## config.mk

```make
export PLATFORM = sky130hd
export DESIGN_NAME = mem_port_arbiter
export DESIGN_NICKNAME = d
export VERILOG_FILES = /design/src/rtl/mem_port_arbiter.sv
export SDC_FILE = /design/constraint.sdc
export NUM_CORES = 1
export LEC_CHECK = 0
export CAP_MARGIN = 20
export CORE_AREA = 2 2 254 256
export DETAILED_ROUTE_END_ITERATION = 16
export DIE_AREA = 0 0 256 258
export PLACE_DENSITY = 0.52
export SLEW_MARGIN = 20
export SYNTH_ARGS = -nofsm -noshare
export SYNTH_HDL_FRONTEND = slang
export SYNTH_SLANG_ARGS = --single-unit
export TNS_END_PERCENT = 50
```

## constraint.sdc

```tcl
create_clock -name clock -period 1.8 [get_ports clock]
set_input_delay 0.45 -clock clock [delete_from_list [all_inputs] [get_ports clock]]
set_output_delay 0.45 -clock clock [all_outputs]
set_load 0.02 [all_outputs]
```

## src/rtl/mem_port_arbiter.sv

```systemverilog
// Round-robin arbiter sharing one backend memory port between instruction fetch and the LSU.
// One transaction in flight at a time; completion and read data are routed back to the owner.
//
// state    | meaning
// ---------+------------------------------------------------------------
// ST_IDLE  | no transaction; arbitrate and accept one request
// ST_ISSUE | registered request presented downstream until ready
// ST_WAIT  | waiting for mem_operation_done; wait_cnt drives timeout flag
module mem_port_arbiter #(
  parameter int INDEX_WIDTH = 64,
  parameter int DATA_WIDTH  = 64,
  parameter int TIMEOUT     = 1024
) (
  input  logic                   clock,
  input  logic                   reset,
  input  logic                   fetch_req_valid,
  output logic                   fetch_req_ready,
  input  logic [INDEX_WIDTH-1:0] fetch_req_index,
  output logic                   fetch_done,
  output logic [DATA_WIDTH-1:0]  fetch_read_data,
  input  logic                   lsu_req_valid,
  output logic                   lsu_req_ready,
  input  logic                   lsu_req_write,
  input  logic [INDEX_WIDTH-1:0] lsu_req_index,
  input  logic [DATA_WIDTH-1:0]  lsu_req_write_data,
  input  logic [63:0]            lsu_req_write_mask,
  output logic                   lsu_done,
  output logic [DATA_WIDTH-1:0]  lsu_read_data,
  output logic                   mem_index_valid,
  input  logic                   mem_index_ready,
  output logic                   mem_write,
  output logic [INDEX_WIDTH-1:0] mem_index,
  output logic [DATA_WIDTH-1:0]  mem_write_data,
  output logic [63:0]            mem_write_mask,
  input  logic                   mem_operation_done,
  input  logic [DATA_WIDTH-1:0]  mem_read_data,
  output logic                   busy,
  output logic                   err_timeout
);

  localparam int CNT_W = $clog2(TIMEOUT) + 1;
  localparam logic [CNT_W-1:0] CNT_MAX = '1;
  // Flag is registered one cycle early so it is visible in the TIMEOUT-th WAIT cycle.
  localparam logic [CNT_W-1:0] CNT_ERR = CNT_W'(TIMEOUT - 2);

  typedef enum logic [1:0] {
    ST_IDLE  = 2'd0,
    ST_ISSUE = 2'd1,
    ST_WAIT  = 2'd2
  } state_t;

  state_t                 state, state_next;
  logic                   owner;
  logic                   last_grant;
  logic [INDEX_WIDTH-1:0] pay_index;
  logic                   pay_write;
  logic [DATA_WIDTH-1:0]  pay_data;
  logic [63:0]            pay_mask;
  logic [CNT_W-1:0]       wait_cnt;
  logic                   err_q;
  logic                   fetch_win;
  logic                   lsu_win;
  logic                   accept;
  logic                   done_ok;

  // On a tie the requester that did not own the previous transaction wins.
  always_comb begin
    fetch_win = fetch_req_valid && (!lsu_req_valid || last_grant);
    lsu_win   = lsu_req_valid && (!fetch_req_valid || !last_grant);
    accept    = (state == ST_IDLE) && (fetch_win || lsu_win);
    done_ok   = (state == ST_WAIT) && mem_operation_done;
  end

  always_ff @(posedge clock) begin
    if (reset) begin
      state <= ST_IDLE;
    end else begin
      state <= state_next;
    end
  end

  always_comb begin
    state_next = state;
    case (state)
      ST_IDLE:  if (accept) state_next = ST_ISSUE;
      ST_ISSUE: if (mem_index_ready) state_next = ST_WAIT;
      ST_WAIT:  if (mem_operation_done) state_next = ST_IDLE;
      default:  state_next = ST_IDLE;
    endcase
  end

  always_comb begin
    fetch_req_ready = (state == ST_IDLE) && fetch_win;
    lsu_req_ready   = (state == ST_IDLE) && lsu_win;
    mem_index_valid = (state == ST_ISSUE);
    mem_write       = mem_index_valid && pay_write;
    mem_index       = mem_index_valid ? pay_index : '0;
    mem_write_data  = mem_index_valid ? pay_data : '0;
    mem_write_mask  = mem_index_valid ? pay_mask : '0;
    fetch_done      = done_ok && !owner;
    lsu_done        = done_ok && owner;
    fetch_read_data = fetch_done ? mem_read_data : '0;
    lsu_read_data   = lsu_done ? mem_read_data : '0;
    busy            = (state != ST_IDLE);
    err_timeout     = err_q;
  end

  always_ff @(posedge clock) begin
    if (reset) begin
      owner      <= 1'b0;
      last_grant <= 1'b1;
      pay_index  <= '0;
      pay_write  <= 1'b0;
      pay_data   <= '0;
      pay_mask   <= '0;
      wait_cnt   <= '0;
      err_q      <= 1'b0;
    end else begin
      if (accept) begin
        owner <= !fetch_win;
        if (fetch_win) begin
          pay_index <= fetch_req_index;
          pay_write <= 1'b0;
          pay_data  <= '0;
          pay_mask  <= '0;
        end else begin
          pay_index <= lsu_req_index;
          pay_write <= lsu_req_write;
          pay_data  <= lsu_req_write_data;
          pay_mask  <= lsu_req_write_mask;
        end
      end
      if (state == ST_ISSUE && mem_index_ready) begin
        wait_cnt <= '0;
      end else if (state == ST_WAIT && wait_cnt != CNT_MAX) begin
        wait_cnt <= wait_cnt + CNT_W'(1);
      end
      if (state == ST_WAIT && !mem_operation_done && wait_cnt == CNT_ERR) begin
        err_q <= 1'b1;
      end
      if (done_ok) begin
        last_grant <= owner;
      end
    end
  end

endmodule

```

# Word-level counts from Yosys, hierarchy flattened

Index checks and enable logic that the tools add are counted.
W data, S select, Z words.

Register bits: 209
ROM bits: 0
Memories: 0
Input bits: 327
Word-level logic and storage cells: 56
Latch bits: 0
Memory bits (writable): 0

Multiplexer cells: 13
Shift-type cells: 0
Divide/modulo/power cells: 0
Bitwise gates (word level): 0
Reduce and logical (&&, ||, !) cells: 26
$lt $le $gt $ge: 0
Eq/ne operators: 7
Multipliers: 0
$add $sub $neg: 1

Operator list:

| operator                | number |
|---|---|
| $mux W64                | 8 |
| $logic_and A1 B1 Y1     | 13 |
| $add A11 B1 Y11 const B | 1 |
| $eq A11 B10 Y1 const B  | 1 |
| $ne A11 B11 Y1 const B  | 1 |
| $logic_not A1 Y1        | 6 |
| $mux W2                 | 3 |
| $pmux W2 S3             | 1 |
| $ne A2 B2 Y1 const B    | 2 |
| $logic_or A1 B1 Y1      | 3 |
| $reduce_and A3 Y1       | 1 |
| $eq A2 B1 Y1 const B    | 1 |
| $eq A2 B2 Y1 const B    | 1 |
| $logic_not A2 Y1        | 1 |
| $ne A2 B1 Y1 const B    | 1 |
| $reduce_bool A2 Y1      | 1 |
| $reduce_or A2 Y1        | 1 |
| $mux W1                 | 1 |

# Depth between registers and ports, before layout

Gate-level depths: netlist (run 1).

Word-level depth: 7
Depth in mapped cells: 7
Gate-level depth less buffers: 6

# Worst setup path after synthesis (run 1)

No wires, ideal clock.

Kind: reg-to-output
From: register state[0]
To: output lsu_read_data[54]
Setup slack: -0.040 ns
Arrival: 1.390 ns
Cell stages (with the launch flop): 5
Cells stage by stage: dfxtp_1 and2b_1 and3_1 clkbuf_1 and2_1

Cells in the longest elaborated chain, start to end: 4

Ends and longest elaborated chain:

| what                   | RTL line | RTL |
|---|---|---|
| from (decl)            | 52       | `state_t state, state_next;` |
| from (signal assigned) | 78       | `state <= state_next;` |
| $eq A2 B2 Y1           | 71       | `done_ok = (state == ST_WAIT) && mem_operation_done;` |
| $logic_and A1 B1 Y1    | 71       |  |
| $logic_and A1 B1 Y1    | 101      | `lsu_done = done_ok && owner;` |
| via lsu_done           | 27       | `output logic lsu_done,` |
| $mux W64               | 103      | `lsu_read_data = lsu_done ? mem_read_data : '0;` |
| to (decl)              | 28       | `output logic [DATA_WIDTH-1:0] lsu_read_data,` |

The timed path passes the listed nets, and every way through them passes these cells.

# Final worst setup path (run 1)

From: register state[0]
To: output fetch_read_data[0]

Cells in the longest elaborated chain, start to end: 4

Ends and longest elaborated chain:

| what                | RTL line | RTL |
|---|---|---|
| $eq A2 B2 Y1        | 71       |  |
| $logic_and A1 B1 Y1 | 71       |  |
| $logic_and A1 B1 Y1 | 100      | `fetch_done = done_ok && !owner;` |
| $mux W64            | 102      | `fetch_read_data = fetch_done ? mem_read_data : '0;` |
| to (decl)           | 20       | `output logic [DATA_WIDTH-1:0] fetch_read_data,` |

Every way passes these cells.

==> reports/summary.md, run 1 <==
The run finished, with violations left. The checks that failed: setup timing. The power density over cell area works out to 694.6 mW/mm^2.

Of all cell types, the one taking the most synthesized area is sky130_fd_sc_hd__dfxtp_1. The run gives 2.00 ns as the data arrival time of the worst path. The area growth from synthesis to layout was 87.76%; the largest net degree at the start of global routing was 72. The leakage power of the design was 8.195 nW. For the via count of the first global-routing pass, the log shows 11080. For the post-synthesis instance area, the log shows 0.01020 sq mm. In this run the deepest clock path goes through 3 buffers.

Of the cells placed in the final design, the portion with a size suffix greater than 1 is 29.45%. The global-route total usage across every layer is 15.64%, and the maximum single-stage delay on the critical path is 0.32 ns. OpenSTA, run right after detailed placement, puts the worst setup slack at -1.073 ns. The count of input and output buffers was 654.

After the last flow step, the layout net total stands at 2192. The number of hold buffers added after CTS was 0. During I/O placement, the number of pins put on the boundary was 655. The via density per instance was 4.068. For this run, the number of Yosys warnings is 0. Once detailed placement completed, the half-perimeter wirelength came to 43900 um. The actual slew at the worst max-slew pin is 0.3730 ns, and the number of distinct library cell variants in the gate-level netlist after synthesis is 45. The tools report the net count of the mapped netlist as 1497. The critical path in this run is classified as reg2out. STA classifies the critical path startpoint as a flop.

The number of buffers and inverters on the critical path is 3. Max-cap violations in this run came to 0. Overall power consumption after layout is estimated at 0.01330 W. The width of the chip was 256 um. Setup repair after global routing could not meet its margin everywhere.

For the final hold violation count, the log shows 0. After clock tree synthesis, the clock-pin slew on the worst setup and hold paths is 0.06 ns. The starting utilization of the core area came out at 16.02%. Of all nets on the critical path, the largest fanout is 6. Measured along the y axis, the die boundary spans 258 um.

For the worst clock skew, the log shows 0.006339 ns. Before antenna repair, the detailed router went through 5 iterations. Setup violations remaining at the end of the flow were counted as 328. The number of synthesized register bits is 209, and the switching share of power is 28.51%. Of the available clock period, the critical path in the final layout requires 136.0%. The floorplan core area was 0.06365 sq mm.

Number of DRC markers after the initial detailed-route iteration: 505. The number of synthesized flops with an enable pin was 0; the number of fill cells in the layout was 6714. The overall overflow remaining after global route was 0; the fraction of registers with async set or reset after synthesis was 0%. For this run, the leading register cell type out of synthesis is sky130_fd_sc_hd__dfxtp_1. The CTS sink count was 209. The combinational share of power is 24.8%, and the final design utilization is 30.08%.

The tools report the number of levels in the clock H-tree as 1. The tools report the cell count after synthesis as 1168. The cell at the slowest stage of the critical path is sky130_fd_sc_hd__dfxtp_2. Each instance of the synthesized netlist takes up on average 8.732 sq um. Of the post-synthesis cell area, the dominant cell type holds 41.03%. The global placement routability congestion is 0.9471, and the register area share after synthesis is 41.03%.

The analysis attributes to net switching a power of 0.003792 W. In this run, the clock network consumes 37.0% of the power. For the final wirelength, the log shows 55670 um. By area the synthesized netlist is led by sky130_fd_sc_hd__dfxtp_1, sky130_fd_sc_hd__and2_1, sky130_fd_sc_hd__a22oi_1.

The floorplan step defined a die boundary enclosing 0.06605 sq mm. Most frequent cell after synthesis: sky130_fd_sc_hd__and2_1. The tree is rooted in a sky130_fd_sc_hd__clkbuf_16. Static timing analysis puts the maximum clock frequency at 408.4 MHz. The number of rows in the core area came out at 93. The final critical-path required period is 2.449 ns, and the number of nets with antenna violations after detailed routing is 0. The number of antenna violations at the first check in global routing is 25. Endpoint kind of the worst setup timing path: an output port. In this run, CTS created clock tree buffers numbering 26. The signal on the critical path passes through and2b_2 > nand2_2 > nor2_4 > buf_4 > buf_6 > and2_1 > clkdlybuf4s15_2.

The tools report the wire length of the first global-routing pass as 76940 um. The worst hold path belongs to the class in2reg. Max-slew violation count: 0. For the final worst-path setup slack, the log shows -0.6485 ns.

The clock reaches the later pin of the worst-skew pair after 0.54 ns. The final routed wire length divided by cell count is 20.28 um, and the vias after detailed routing is 11170. The run gives 75.01% as the relative slew slack. Among cell families on the critical path, the largest total delay comes from simple AND/OR/NAND/NOR gates.

In the routed design, unresolved DRC markers number 0. Critical path required time: 1.35 ns. TritonCTS built the clock tree. Sorting the synthesized cells by how often they occur yields sky130_fd_sc_hd__and2_1, sky130_fd_sc_hd__dfxtp_1, sky130_fd_sc_hd__nor2_1, sky130_fd_sc_hd__a22oi_1, sky130_fd_sc_hd__mux2i_1. The internal portion of the total power is 0.009509 W.

IR analysis of the VDD net gives a maximum drop of 0.0006005 V. Of the total power, registers draw 38.2%.
cell usage in the layout, fill, tap and decap left out, types with 3 or more instances in the layout:
cell type,n
sky130_fd_sc_hd__and3_1,3
sky130_fd_sc_hd__a211oi_1,33
sky130_fd_sc_hd__clkdlybuf4s15_2,24
sky130_fd_sc_hd__clkbuf_2,98
sky130_fd_sc_hd__mux2i_1,64
sky130_fd_sc_hd__buf_6,93
sky130_fd_sc_hd__nand2_1,5
sky130_fd_sc_hd__o21ai_0,5
sky130_fd_sc_hd__a211oi_2,32
sky130_fd_sc_hd__clkbuf_16,32
sky130_fd_sc_hd__a21oi_1,11
sky130_fd_sc_hd__and2_4,38
sky130_fd_sc_hd__dlygate4sd2_1,25
sky130_fd_sc_hd__buf_2,27
sky130_fd_sc_hd__nor2_1,202
sky130_fd_sc_hd__buf_12,38
sky130_fd_sc_hd__a22oi_1,129
sky130_fd_sc_hd__and2_2,3
sky130_fd_sc_hd__clkbuf_1,8
sky130_fd_sc_hd__clkbuf_8,3
sky130_fd_sc_hd__buf_16,4
sky130_fd_sc_hd__nand3_1,3
sky130_fd_sc_hd__dfxtp_1,207
sky130_fd_sc_hd__diode_2,9
sky130_fd_sc_hd__clkinv_2,5
sky130_fd_sc_hd__buf_4,134
sky130_fd_sc_hd__and2_1,282
sky130_fd_sc_hd__clkdlybuf4s50_1,325
sky130_fd_sc_hd__clkinvlp_4,3
metal layers:
layer  share of wire, %  up-vias  GRT usage (%)  wire [um]
li1                   -     5370              -          -
met1                 37     5229          16.57      20390
met2                 53      467          29.42      29460
met3                6.9       96          4.034       3822
met4                3.5        4          6.270       1965
met5              0.052        -              0         29
final cells by class:
type | instances | area, sq um | area share, %
clock inverter | 8 | 47.55 | 0.2483
clock buffer | 38 | 747.0 | 3.901
timing repair buffer | 775 | 7442 | 38.87
sequential | 209 | 4189 | 21.88
multi-input combinational | 847 | 5613 | 29.31
tap | 855 | 1070 | 5.587
inverter | 4 | 17.52 | 0.09148
antenna | 9 | 22.52 | 0.1176
power groups by stage:
stage | sequential [W] | clock, W | combinational (W)
floorplan | 0.00513 | 0 | 0.00141
global placement | 0.00517 | 0 | 0.00326
detailed placement | 0.00518 | 0 | 0.00329
CTS | 0.00508 | 0.00515 | 0.00326
global route | 0.00511 | 0.00531 | 0.00354
finish | 0.00508 | 0.00493 | 0.00329
cell families (layout without fill, tap and decap cells):
logic type	Yosys count	after routing	share of synthesized area [%]
multiplexers	64	64	6.281
AO/OA/AOI/OAI	221	221	17.45
adder cells (fa/ha/maj)	2	2	0.2453
buffers and inverters	112	825	5.459
other	0	9	0
XOR/XNOR	1	1	0.08589
flip-flops	209	209	41.03
AND/OR/NAND/NOR	559	559	29.46
state kept, by name, summed over array words and instances, names as in the netlist:
signal / count
wait_cnt: 11
pay_write: 1
err_timeout: 1
state: 2
pay_data: 64
last_grant: 1
pay_index: 64
pay_mask: 64
owner: 1
repair_timing:
item / in CTS / in global routing
endpoints found under the hold margin: 0 / 0
setup buffers: 3 / 15
gates cloned: 2 / 7
gates resized for setup: 820 / 467
pin swaps: 4 / 4
setup endpoints to repair: 340 / 474
worst reg2reg max path, stage by stage, from the launching register on:
cell                      delay [ns]
sky130_fd_sc_hd__dfxtp_2        0.32
sky130_fd_sc_hd__buf_4          0.13
sky130_fd_sc_hd__buf_6          0.11
sky130_fd_sc_hd__nor2_4         0.15
sky130_fd_sc_hd__nand3_1        0.16
sky130_fd_sc_hd__inv_4          0.12
sky130_fd_sc_hd__buf_12         0.18
sky130_fd_sc_hd__buf_12         0.21
sky130_fd_sc_hd__a22oi_1        0.12
sky130_fd_sc_hd__nor2_1         0.12
path summary, 6_finish.rpt:
check	startpoint	to	slack (ns)	cells after the start
setup / recovery	state[0]$_SDFFE_PP0P_	fetch_read_data[0]	-0.65	7
hold / removal	reset	pay_data[8]$_SDFFE_PP0P_	0.26	2
setup reg to reg	state[0]$_SDFFE_PP0P_	pay_data[16]$_SDFFE_PP0P_	0.12	9
hold reg to reg	pay_mask[0]$_SDFFE_PP0P_	pay_mask[0]$_SDFFE_PP0P_	0.48	2
metrics by stage:
stage / std cells / hold WS [ns] / instance area, sq um / setup TNS, ns
2_1_floorplan: 1168 / 0.4571 / 10200 / -0.3540
3_3_place_gp: 2665 / 0.4702 / 18450 / -245.01
3_5_place_dp: 2665 / 0.4764 / 18450 / -247.83
4_1_cts: 2716 / 0.2259 / 19320 / -202.83
5_1_grt: 2744 / 0.2492 / 19150 / -195.78
6_report: 2745 / 0.2566 / 19150 / -156.13
(Power assumes the default switching activity.)
==> run 2: changes to the inputs <==
==> constraint.sdc (replaced) <==
create_clock -name clock -period 2.9 [get_ports clock]
set_input_delay 0.725 -clock clock [delete_from_list [all_inputs] [get_ports clock]]
set_output_delay 0.725 -clock clock [all_outputs]
set_load 0.02 [all_outputs]
==> reports/summary.md, run 2 (synthesis gave the netlist of run 1 again) <==
The actual slew at the worst max-slew pin was 0.6518 ns (was 0.3730 ns); the internal power of the cells was 0.006119 W (was 0.009509 W). The data arrival time of the worst path is 2.19 ns (was 2.00 ns), and the combinational share of power is 22.1% (was 24.8%). The tools report the total die area as 0.06605 sq mm (unchanged). The run gives 0 (unchanged) as the number of maximum-capacitance violations. The class of the most critical setup path is reg2out (unchanged).

The run gives 655 (unchanged) as the number of ports placed on the die boundary. The tools report the layout net count as 2127 (was 2192). The final worst hold slack was 0.4902 ns (was 0.2566 ns); the area growth from synthesis to layout was 86.54% (was 87.76%).

The total net switching power is 0.002372 W (was 0.003792 W). The tools report the endpoint kind of the worst setup timing path as an output port (unchanged). The logs give 26 (unchanged) for the number of CTS-inserted buffers and 488 (was 505) for the number of DRC markers after the initial detailed-route iteration.

The worst slack after detailed placement came out at -0.3448 ns (was -1.073 ns). Violated checks: setup timing (unchanged). For the number of antenna violations at the first check in global routing, the log shows 24 (was 25).

The via density per instance was 4.069 (was 4.068). Cells traversed along the worst timing path: buf_4 > nor2b_4 > buf_12 > clkbuf_16 > buf_16 > and2_1 > clkdlybuf4s15_2 (was and2b_2 > nand2_2 > nor2_4 > buf_4 > buf_6 > and2_1 > clkdlybuf4s15_2). Total placed instance area: 0.01790 sq mm (was 0.01845 sq mm).

The tools report the leakage power of the design as 9.575 nW (was 8.195 nW). The wire length of the first global-routing pass was 74660 um (was 76940 um); the top fanout value on the critical path was 33 (was 6). The global routing met3 resource utilization was 3.916% (was 4.034%); the critical path required time was 2.17 ns (was 1.35 ns).

The number of rows in the core area came out at 93 (unchanged). The detailed placement HPWL was 40910 um (was 43900 um); the sequential share of power was 37.2% (was 38.2%). The maximum single-stage delay on the critical path works out to 0.34 ns (was 0.32 ns). The switching share of power was 27.94% (was 28.51%); the number of hold-repair buffers added at the cts stage was 0 (unchanged).

Biggest regs: pay_data x64, pay_index x64, pay_mask x64 (unchanged). Top cell family by delay on the critical path: buffers and inverters (was simple AND/OR/NAND/NOR gates). TritonCTS built the clock tree. For the worst clock skew, the log shows 0.01241 ns (was 0.006339 ns). The clock network power share is 40.7% (was 37.0%), and the via count of the first global-routing pass is 11040 (was 11080). The tools report the worst supply voltage drop on vdd as 0.0003581 V (was 0.0006005 V). The width of the chip works out to 256 um (unchanged).

The most common library cell in the layout ignoring fill and taps was sky130_fd_sc_hd__clkdlybuf4s50_1 (unchanged). The logs give 15.05% (was 16.57%) for the met1 layer usage reported by global route and 342.6 MHz for the highest clock frequency the design can meet. The overall overflow remaining after global route was 0 (unchanged). The final wirelength was 53450 um (was 55670 um); the total power was 0.008491 W (was 0.01330 W). The tools report the max-slew violation count as 0 (unchanged).

The worst path in the final design needs a cycle of 2.919 ns, including I/O delays and setup. The length in cells of the worst reg-to-reg path is 8 (was 9). Most congested layer reported by global routing: met2 (unchanged). The sort of element at the start of the critical path is a flop (unchanged). The CTS clock-pin slew for the worst setup and hold paths is 0.06 ns (about the same), and the share of the clock period used by the worst path is 100.6%.

The power density over cell area works out to 446.3 mW/mm^2 (was 694.6 mW/mm^2). The class of the most critical hold timing path is reg2reg (was in2reg). The number of buffers and inverters on the critical path was 5 (was 3); the length of the first detailed-routing pass in iterations was 5 (unchanged).

The register-to-register setup slack was 0.84 ns (was 0.12 ns). The floorplan core area is 0.06365 sq mm (unchanged). The final routed wire length divided by cell count is 19.94 um (was 20.28 um), and the largest net degree at the start of global routing is 107 (was 72). The share of final-layout standard cells stronger than drive strength 1 came out at 19.91% (was 29.45%). Vertical extent of the die: 258 um (unchanged).

The logs give 0 (unchanged) for the number of nets with antenna violations after detailed routing and 2 (was 328) for the number of setup violations in the final report. Commonest non-fill, non-tap cells in the layout: sky130_fd_sc_hd__clkdlybuf4s50_1, sky130_fd_sc_hd__and2_1, sky130_fd_sc_hd__dfxtp_1, sky130_fd_sc_hd__nor2_1, sky130_fd_sc_hd__a22oi_1 (was sky130_fd_sc_hd__clkdlybuf4s50_1, sky130_fd_sc_hd__and2_1, sky130_fd_sc_hd__dfxtp_1, sky130_fd_sc_hd__nor2_1, sky130_fd_sc_hd__buf_4). The final cell count without fillers was 2681 (was 2745); the detailed-route DRC error count was 0 (unchanged).

The cell at the slowest stage of the critical path is sky130_fd_sc_hd__dfxtp_1 (was sky130_fd_sc_hd__dfxtp_2). For the maximum buffer depth of the clock tree, the log shows 3 (unchanged). The depth of the critical timing path with buffers and inverters included came out at 7 (unchanged). The instance count along the most critical hold path came out at 2 (unchanged). The global-route total usage across every layer came out at 14.94% (was 15.64%).

The clock latency at the later pin of the worst-skew pair came out at 0.55 ns (was 0.54 ns). The count of input and output buffers works out to 654 (unchanged). Library cell used as clock root buffer: sky130_fd_sc_hd__clkbuf_16 (unchanged). The total instance count after detailed placement came out at 2614 (was 2665). Starting utilization of the core area: 16.02% (unchanged). The CTS sink count is 209 (unchanged), and the global placement routability congestion is 0.8471 (was 0.9471). For the vias after detailed routing, the log shows 10910 (was 11170). The post-layout instance area came out at 0.01902 sq mm (was 0.01915 sq mm).

The run gives -0.01864 ns (was -0.6485 ns) as the final worst-path setup slack. For the number of levels in the clock H-tree, the log shows 1 (unchanged). The run gives 28.70% (was 29.42%) as the met2 track demand over resource.

Setup repair after global routing could not meet its margin everywhere. The run finished, with violations left. Relative slew slack: 56.55% (was 75.01%).

For the final hold violation count, the log shows 0 (unchanged).
run 2: layer usage:
metal | vias to the layer above | routed length (um)
li1 | 5228 | -
met1 | 5138 | 19610
met2 | 451 | 28690
met3 | 88 | 3588
met4 | 4 | 1544
met5 | - | 23
run 2: worst paths after layout:
check,from,end
min,pay_data[21]$_SDFFE_PP0P_,pay_data[21]$_SDFFE_PP0P_
max,state[1]$_SDFFE_PP0P_,mem_write_mask[43]
min reg2reg,pay_data[21]$_SDFFE_PP0P_,pay_data[21]$_SDFFE_PP0P_
max reg2reg,state[1]$_SDFFE_PP0P_,pay_data[42]$_SDFFE_PP0P_
run 2: layout make-up:
class / instances / area, sq um
multi-input cells: 847 / 5519
clock buffers: 34 / 762.0
flip-flops and latches: 209 / 4185
clock inverters: 14 / 153.9
inverters: 4 / 17.52
repair buffers: 710 / 7297
diodes: 8 / 20.02
well taps: 855 / 1070
fillers: 6799 / 44630
run 2: stage by stage:
step / util (%) / TNS [ns]
floorplan: - / 0
global placement: 28.13 / -34.55
detailed placement: 28.13 / -38.34
CTS: 29.89 / -31.89
global route: 29.89 / -2.036
finish: 29.89 / -0.02079
run 2: timing repair:
item,CTS,global route
cloned,2,3
endpoints found under the setup margin,320,304
setup buffers,1,5
resized for setup,517,258
pin swaps,0,1
run 2: power groups by stage:
stage	registers (W)	logic, W	clock network [W]
after floorplan	0.00319	0.000878	0
after global placement	0.00321	0.00186	0
after global routing	0.00318	0.00202	0.00374
after detailed placement	0.00322	0.00188	0
after CTS	0.00315	0.00188	0.00361
final	0.00316	0.00188	0.00346
run 2: worst register-to-register path, delay by kind of cell (launching register included):
family | cells | cell delay [ns]
compound gates | 1 | 0.43
buf+inv | 4 | 0.77
flops | 1 | 0.34
simple gates | 3 | 0.46
